## config.mk

```make
export PLATFORM = sky130hd
export DESIGN_NAME = tag_alloc
export DESIGN_NICKNAME = d
export VERILOG_FILES = /design/src/rtl/tag_alloc_pkg.sv /design/src/rtl/tag_alloc_pick.sv /design/src/rtl/tag_alloc.sv
export SDC_FILE = /design/constraint.sdc
export NUM_CORES = 1
export LEC_CHECK = 0
export CORE_ASPECT_RATIO = 0.5
export CORE_UTILIZATION = 46
export CTS_BUF_LIST = sky130_fd_sc_hd__clkbuf_16
export CTS_CLUSTER_DIAMETER = 50
export DETAILED_ROUTE_END_ITERATION = 10
export DONT_BUFFER_PORTS = 1
export PLACE_DENSITY = 0.67
export SYNTH_ARGS = -nofsm -noshare
export SYNTH_HDL_FRONTEND = slang
export SYNTH_HIERARCHICAL = 1
export SYNTH_SLANG_ARGS = --single-unit
```

## constraint.sdc

```tcl
create_clock -name clk -period 5.5 [get_ports clk]
set_input_delay 1.65 -clock clk [delete_from_list [all_inputs] [get_ports clk]]
set_output_delay 1.65 -clock clk [all_outputs]
set_load 0.05 [all_outputs]
```

## src/rtl/tag_alloc_pkg.sv

```systemverilog
// rtl/tag_alloc_pkg.sv - shared types and helpers for the tag allocator
package tag_alloc_pkg;

    localparam int TAG_NUM   = 32;
    localparam int TAG_IDX_W = $clog2(TAG_NUM);
    localparam int TAG_CNT_W = $clog2(TAG_NUM + 1);

    typedef logic [TAG_IDX_W-1:0] tag_t;
    typedef logic [TAG_CNT_W-1:0] cnt_t;

    typedef enum logic {
        EMPTY = 1'b0,
        FULL  = 1'b1
    } stage_state_e;

    // Tag successor modulo w; correct for non-power-of-two tag counts.
    function automatic int unsigned tag_inc(input int unsigned tag, input int unsigned w);
        return (tag + 1 == w) ? 0 : tag + 1;
    endfunction

endpackage

```

## src/rtl/tag_alloc_pick.sv

```systemverilog
// rtl/tag_alloc_pick.sv - circular first-zero search starting at ptr
module tag_alloc_pick #(
    parameter int W  = 32,
    parameter int IW = $clog2(W)
) (
    input  logic [W-1:0]  busy_i,
    input  logic [IW-1:0] ptr_i,
    output logic [W-1:0]  onehot_o,
    output logic [IW-1:0] idx_o,
    output logic          any_o
);

    logic [W-1:0] below;
    logic [W-1:0] masked;
    logic [W-1:0] oh_masked;
    logic [W-1:0] oh_plain;

    // Indices below ptr are forced busy so the first pass only sees ptr..W-1;
    // adding one carries through the trailing ones and lands on the first zero.
    always_comb begin
        below = '0;
        for (int i = 0; i < W; i++) begin
            below[i] = (i < int'(ptr_i));
        end
        masked    = busy_i | below;
        oh_masked = ~masked & (masked + W'(1));
        oh_plain  = ~busy_i & (busy_i + W'(1));
        onehot_o  = (|oh_masked) ? oh_masked : oh_plain;
        any_o     = ~&busy_i;
    end

    // One-hot to binary encode.
    always_comb begin
        idx_o = '0;
        for (int i = 0; i < W; i++) begin
            if (onehot_o[i]) idx_o = idx_o | IW'(i);
        end
    end

endmodule

```

## src/rtl/tag_alloc.sv

```systemverilog
// rtl/tag_alloc.sv - round-robin tag allocator; optional checks under TAG_ALLOC_CHECK_EN
module tag_alloc
    import tag_alloc_pkg::*;
#(
    parameter int W = TAG_NUM
) (
    input  logic                   clk,
    input  logic                   rst,
    input  logic                   flush_i,
    output logic                   alloc_vld_o,
    input  logic                   alloc_rdy_i,
    output logic [$clog2(W)-1:0]   alloc_tag_o,
    input  logic                   free_vld_i,
    input  logic [$clog2(W)-1:0]   free_tag_i,
    output logic [$clog2(W+1)-1:0] free_cnt_o,
    output logic                   err_o
);

    localparam int IW = $clog2(W);
    localparam int CW = $clog2(W + 1);
    localparam logic [IW:0] W_L = (IW + 1)'(W);

    if (W < 2) begin : g_w_check
        $error("tag_alloc: W must be greater than 1");
    end

    stage_state_e  state_q, state_d;
    logic [IW-1:0] stage_tag_q, stage_tag_d;
    logic [W-1:0]  busy_q, busy_d;
    logic [IW-1:0] ptr_q, ptr_d;
    logic [CW-1:0] cnt_q, cnt_d;

    logic [W-1:0]  pick_oh;
    logic [IW-1:0] pick_idx;
    logic          pick_any;
    logic          hs;
    logic          load;
    logic          tag_ok;
    logic          free_eff;

    tag_alloc_pick #(.W(W), .IW(IW)) u_pick (
        .busy_i   (busy_q),
        .ptr_i    (ptr_q),
        .onehot_o (pick_oh),
        .idx_o    (pick_idx),
        .any_o    (pick_any)
    );

    assign tag_ok = {1'b0, free_tag_i} < W_L;

`ifdef TAG_ALLOC_CHECK_EN
    logic illegal;
    logic err_q;

    // Freeing an unowned tag or the tag still sitting in the stage is refused.
    assign illegal  = free_vld_i && (!tag_ok || !busy_q[free_tag_i] ||
                      (state_q == FULL && free_tag_i == stage_tag_q));
    assign free_eff = free_vld_i && !illegal;

    // Sticky error: only reset clears it, flush leaves it alone.
    always_ff @(posedge clk) begin
        if (rst)                       err_q <= 1'b0;
        else if (!flush_i && illegal)  err_q <= 1'b1;
    end

    assign err_o = err_q;
`else
    assign free_eff = free_vld_i && tag_ok;
    assign err_o    = 1'b0;
`endif

    assign hs   = (state_q == FULL) && alloc_rdy_i;
    assign load = pick_any && ((state_q == EMPTY) || hs);

    // Stage FSM next state plus busy/ptr/count bookkeeping.
    always_comb begin
        state_d     = state_q;
        stage_tag_d = stage_tag_q;
        busy_d      = busy_q;
        ptr_d       = ptr_q;
        cnt_d       = cnt_q;
        if (flush_i) begin
            busy_d  = '0;
            state_d = EMPTY;
            ptr_d   = '0;
            cnt_d   = CW'(W);
        end else begin
            if (free_eff) busy_d[free_tag_i] = 1'b0;
            if (load) begin
                busy_d[pick_idx] = 1'b1;
                stage_tag_d      = pick_idx;
                ptr_d            = IW'(tag_inc(32'(pick_idx), W));
                state_d          = FULL;
            end else if (hs) begin
                state_d = EMPTY;
            end
            case ({free_eff, load})
                2'b10:   cnt_d = cnt_q + CW'(1);
                2'b01:   cnt_d = cnt_q - CW'(1);
                default: cnt_d = cnt_q;
            endcase
        end
    end

    // State registers with synchronous reset.
    always_ff @(posedge clk) begin
        if (rst) begin
            state_q     <= EMPTY;
            stage_tag_q <= '0;
            busy_q      <= '0;
            ptr_q       <= '0;
            cnt_q       <= CW'(W);
        end else begin
            state_q     <= state_d;
            stage_tag_q <= stage_tag_d;
            busy_q      <= busy_d;
            ptr_q       <= ptr_d;
            cnt_q       <= cnt_d;
        end
    end

    assign alloc_vld_o = (state_q == FULL);
    assign alloc_tag_o = stage_tag_q;
    assign free_cnt_o  = cnt_q;

endmodule
```

==> impl_metrics.tcl, run 1 <==
set metrics [dict create \
    cp.arrival_ns 5.39 \
    fp.dieH_um 70.6 \
    clock.fmax_mhz 192 \
    drc 1 \
    hold_viol 0 \
    insertion_delay_ns 0.29 \
    clock_power_share_pct 38.7 \
    p_leak_uw 0.00154 \
    syn_inst 607 \
    finalCriticalPeriod_ns 5.21 \
    overflow 0 \
    dieArea_um2 9820 \
    cap_violations 0 \
    ir_worst_vdd_uv 151 \
    grt_antenna_before_repair 0 \
    cp.required_ns 5.68 \
    avgSynthCellArea_um2 7.12 \
    die_w_um 139 \
    critPathLaunch "ptr_q[4]" \
    drt-initial-drc-count 600 \
    setup_viol_count_final 0 \
    nets 599 \
    drtAntennaViolNets 0 \
    pwr-share-seq_pct 44.3 \
    worst_slew_pin_slew_ns 0.825 \
    cts_hold_buf 0 \
    layout-drive-gt1-share_pct 8.42 \
    grt_usage_pct 30.1 \
    final_area_um2 4500 \
    post-route-util_pct 50.5 \
    fin_ws_ns 0.287 \
    syn_nets 624 \
    clockBufferDepth 2 \
    status "finished, violations left" \
    worstHoldStart "busy_q[5]" \
    r2r-start "ptr_q[4]" \
    htree_levels 2 \
    routed_via_density 6.86 \
    area_delta_synth_final_pct 4.08 \
    grt_pass1_vias 4292 \
    antenna_cells 0 \
    syn_area_um2 4320 \
    rsz0062_at_grt "false" \
    hold_path_depth 2 \
    cts_tree "built" \
    initial_core_util_pct 48.5 \
    worstSetupPathType "flop to flop" \
    clkSlewWorstSetupHoldPaths_ns 0.06 \
    ios 23 \
    tns_ns 0 \
    hold_class "flop to flop" \
    period_share_pct 94.8 \
    detail_route.wirelength_um 14700 \
    slew_viol_final 0 \
    vias 4796 \
    grt_max_degree 27 \
    pre_cts_ws_ns 0.468 \
    rows 24 \
    pwr-share-comb_pct 17.0 \
    intPower_uw 634 \
    path_max_fanout 14 \
    numPortBuffers 0 \
    violations "design-rule violations" \
    slew_headroom_pct 44.8 \
    numCtsBuffers 5 \
    startpoint_type "flop" \
    gp_congestion 1.05 \
    dp_hpwl_um 11200 \
    wl_per_cell_um 21.0 \
    root_buffer "clkbuf_16" \
    first_pass_iters 8 \
    yosys_warnings 6 \
    end_kind "flop" \
    fin_skew_ns 0.00838 \
    cts.sinks 49 \
    coreArea_um2 8920 \
    grt_pass1_wl_um 23300 \
    rr_worst_depth 14 \
    placed_area_um2 4340 \
    p_sw_share_pct 30.0 \
    p_sw_uw 272 \
    powerDensity_nw_per_um2 201 \
]
cells in the final DEF, fill, tap and decap left out, drive strengths merged, types with 6 or more instances in the layout:
cell / n
buf: 15
nor2: 42
nor4: 6
nand4b: 8
dfxtp: 49
inv: 19
o211ai: 7
or2: 10
nor3: 24
ha: 7
nand3: 24
mux2i: 10
nor3b: 8
nor2b: 8
and4: 7
a211oi: 7
or3: 14
nand4: 15
a31oi: 9
a21oi: 64
nand3b: 12
nand2: 73
o21ai: 48
power by group through the flow:
stage | combinational, uW | clock, uW | sequential (uW)
3_3_place_gp | 150 | 0 | 408
5_1_grt | 165 | 365 | 403
3_5_place_dp | 151 | 0 | 408
4_1_cts | 152 | 353 | 400
2_1_floorplan | 121 | 0 | 394
6_report | 154 | 351 | 401
area by class of cell:
| type | instances | area (um2) |
|---|---|---|
| fillers | 906 | 4420 |
| multi-input cells | 493 | 3030 |
| flip-flops and latches | 49 | 982 |
| well taps | 117 | 146 |
| clock buffers | 5 | 125 |
| repair buffers | 15 | 113 |
| inverters | 18 | 67.6 |
| clock inverters | 2 | 38.8 |
flip-flops by register name, summed over array words and instances, names as in the netlist:
| name | flops |
|---|---|
| busy_q | 32 |
| free_cnt_o | 6 |
| alloc_tag_o | 5 |
| ptr_q | 5 |
| alloc_vld_o | 1 |
through the flow:
stage | instances | hold WS, ns | power (uW)
after floorplan | 607 | 0.453 | 515
after global placement | 692 | 0.534 | 559
after detailed placement | 692 | 0.545 | 559
after CTS | 699 | 0.554 | 904
after global routing | 699 | 0.601 | 933
final | 699 | 0.569 | 906
what timing repair did:
| item | 4_1_cts | 5_1_grt |
|---|---|---|
| endpoints found under the setup margin | 0 | 16 |
| gates resized for setup | 0 | 1 |
| hold endpoints to repair | 0 | 0 |
| buffers inserted | 0 | 0 |
final timing paths:
kind                to  slack (ns)
min reg2reg  busy_q[5]        0.57
max reg2reg   ptr_q[4]        0.29
max           ptr_q[4]        0.29
min          busy_q[5]        0.57
metal layers:
layer	up-vias	track usage [%]	part of all wire [%]	wire length, um
li1	2204	-	-	-
met4	0	7.90	1.8	267
met3	28	7.04	11	1650
met5	-	0	0	0
met2	322	45.3	41	5970
met1	2242	43.3	46	6810
critical path, cell delays in order, from the launching register on:
cell      delay, ns
dfxtp_1        0.68
or2_1          0.39
a211oi_1       0.14
nand4b_1       0.30
nor2_1         0.41
o211ai_1       0.22
nor4b_4        0.80
nand2_2        0.33
or4_1          0.47
o21ai_0        0.09
nand4b_1       0.39
nand3_1        0.16
nor3b_1        0.40
nand2_1        0.13
o2111a_1       0.17
No activity file was read; power rests on OpenSTA's default activity.
==> run 2, diff against run 1 <==
Settings changed: CTS_BUF_LIST sky130_fd_sc_hd__clkbuf_16 to unset, SETUP_SLACK_MARGIN set to 0.1.
==> run 2 against run 1 <==
Compared with the run above: the flow still finishes with violations (design-rule violations); critical path type unchanged; final cell count up 0.14%; clock power about the same; combinational power about the same.
==> impl_metrics.tcl, run 2 (synthesis results as in run 1) <==
set metrics [dict create \
    worstSetupPathType "flop to flop" \
    powerDensity_nw_per_um2 201 \
    rr_worst_depth 14 \
    cts_tree "built" \
    drc 1 \
    nets 600 \
    cp.required_ns 5.73 \
    path_max_fanout 12 \
    cap_violations 0 \
    largest_reg_flops 32 \
    reg2reg_slack_ns 0.33 \
    pre_cts_ws_ns 0.468 \
    drt-initial-drc-count 691 \
    cts_hold_buf 0 \
    final_common_cell "nand2_1" \
    cts.sinks 49 \
    slew_headroom_pct 46.6 \
    drtAntennaViolNets 0 \
    p_leak_uw 0.00154 \
    numCtsBuffers 5 \
    coreArea_um2 8920 \
    clock.fmax_mhz 193 \
    top_register "busy_q" \
    numPortBuffers 0 \
    status "finished, violations left" \
    die_w_um 139 \
    clock_power_share_pct 38.9 \
    placed_cells 692 \
    root_buffer "clkbuf_16" \
    multi_input_area_um2 3030 \
    slowest_delay_ns 0.67 \
    clockBufferDepth 2 \
    area_delta_synth_final_pct 4.25 \
    p_sw_share_pct 30.1 \
    setup_viol_count_final 0 \
    fin_skew_ns 0.0129 \
    insertion_delay_ns 0.30 \
    grt_pass1_vias 4292 \
    period_share_pct 94.0 \
    overflow 0 \
    startpoint_type "flop" \
    grt_max_degree 27 \
    pwr-share-seq_pct 44.2 \
    path_cells "or2_1 -> a211oi_1 -> nor4b_2 -> nand4_1 -> o32ai_1 -> nor4b_4 -> a41o_1 -> nand2b_1 -> nor3_1 -> nand4b_1 -> or3b_1 -> nor3b_1 -> nand2_1 -> a21oi_1" \
    tns_ns 0 \
    end_kind "flop" \
    routed_via_density 6.81 \
    intPower_uw 634 \
    rr_endpoint "busy_q[19]" \
    initial_core_util_pct 48.5 \
    rsz0062_at_grt "false" \
    stdcell_count 700 \
    seq_area_um2 982 \
    r2r-start "ptr_q[4]" \
    wl_per_cell_um 21.1 \
    worstHoldStart "busy_q[5]" \
    detail_route.wirelength_um 14800 \
    violations "design-rule violations" \
    hold_path_end "busy_q[5]" \
    vias 4770 \
    rows 24 \
    slew_viol_final 0 \
    grt_pass1_wl_um 23300 \
    cp.arrival_ns 5.40 \
    crit_slowest_cell "dfxtp_1" \
    gp_congestion 1.05 \
    fin_ws_ns 0.330 \
    hold_path_depth 2 \
    holdWs_ns 0.568 \
    worst_slew_pin_slew_ns 0.800 \
    pwr-share-comb_pct 16.9 \
    first_pass_iters 8 \
    grt_antenna_before_repair 0 \
    hold_class "flop to flop" \
    ios 23 \
    nFillCells 907 \
    grt_usage_pct 30.1 \
    ir_worst_vdd_uv 150 \
    fp.dieH_um 70.6 \
    htree_levels 2 \
    antenna_cells 0 \
    dieArea_um2 9820 \
    dp_hpwl_um 11200 \
    layout_common_cells "72 x nand2_1, 64 x a21oi_1, 48 x o21ai_0, 48 x dfxtp_1, 42 x nor2_1" \
    finalCriticalPeriod_ns 5.17 \
    layout-drive-gt1-share_pct 8.58 \
    hold_viol 0 \
    clkSlewWorstSetupHoldPaths_ns 0.07 \
    p_sw_uw 273 \
]
-- run 2: cell count changes in the layout (fill, tap and decap cells not counted), sizes merged --
cell | previous run | this run
buf | 15 | 16
-- run 2: worst max path at each step --
stage / start / end / cells after the start / slack, ns
2_1_floorplan: alloc_rdy_i / free_cnt_o[4] / 11 / 1.35
3_3_place_gp: ptr_q[1] / busy_q[18] / 14 / 0.55
3_5_place_dp: ptr_q[2] / ptr_q[4] / 14 / 0.47
4_1_cts: ptr_q[2] / ptr_q[4] / 14 / 0.43
5_1_grt: ptr_q[1] / busy_q[2] / 14 / 0.14
6_report: ptr_q[4] / busy_q[19] / 14 / 0.33
-- run 2: per-stage QoR --
stage	utilization [%]	power [uW]	instance area [um2]
global route	50.5	933	4510
CTS	50.4	904	4500
global placement	48.6	559	4340
finish	50.5	907	4510
detailed placement	48.6	559	4340
floorplan	-	515	4320
-- run 2: critical path: cells and delay by family, from the launching register on --
family,cells,cell delay (ns)
AO/OA/AOI/OAI,4,1.05
AND/OR/NAND/NOR,10,3.38
flip-flops,1,0.67
-- run 2: per-layer routing --
layer / vias to the layer above / GRT usage, % / wire length [um]
met4: 0 / 7.90 / 238
met1: 2237 / 43.3 / 6910
met2: 299 / 45.3 / 6040
li1: 2208 / - / -
met3: 26 / 7.04 / 1580
met5: - / 0 / 0
-- run 2: power groups by stage --
stage / clock [uW] / sequential, uW / combinational (uW)
floorplan: 0 / 394 / 121
global placement: 0 / 408 / 150
detailed placement: 0 / 408 / 151
CTS: 353 / 400 / 152
global route: 365 / 403 / 165
finish: 352 / 401 / 154
-- run 2: layout make-up --
type | instances | share of cell area (%)
Clock inverter | 2 | 0.860
Tap cell | 117 | 3.25
Inverter | 18 | 1.50
Timing Repair Buffer | 16 | 2.66
Sequential cell | 49 | 21.8
Multi-Input combinational cell | 493 | 67.2
Clock buffer | 5 | 2.78
-- run 2: what timing repair did --
action                                  in CTS  in global routing
buffers inserted                             0                  1
endpoints found under the setup margin       0                 33
resized for setup                            0                  1
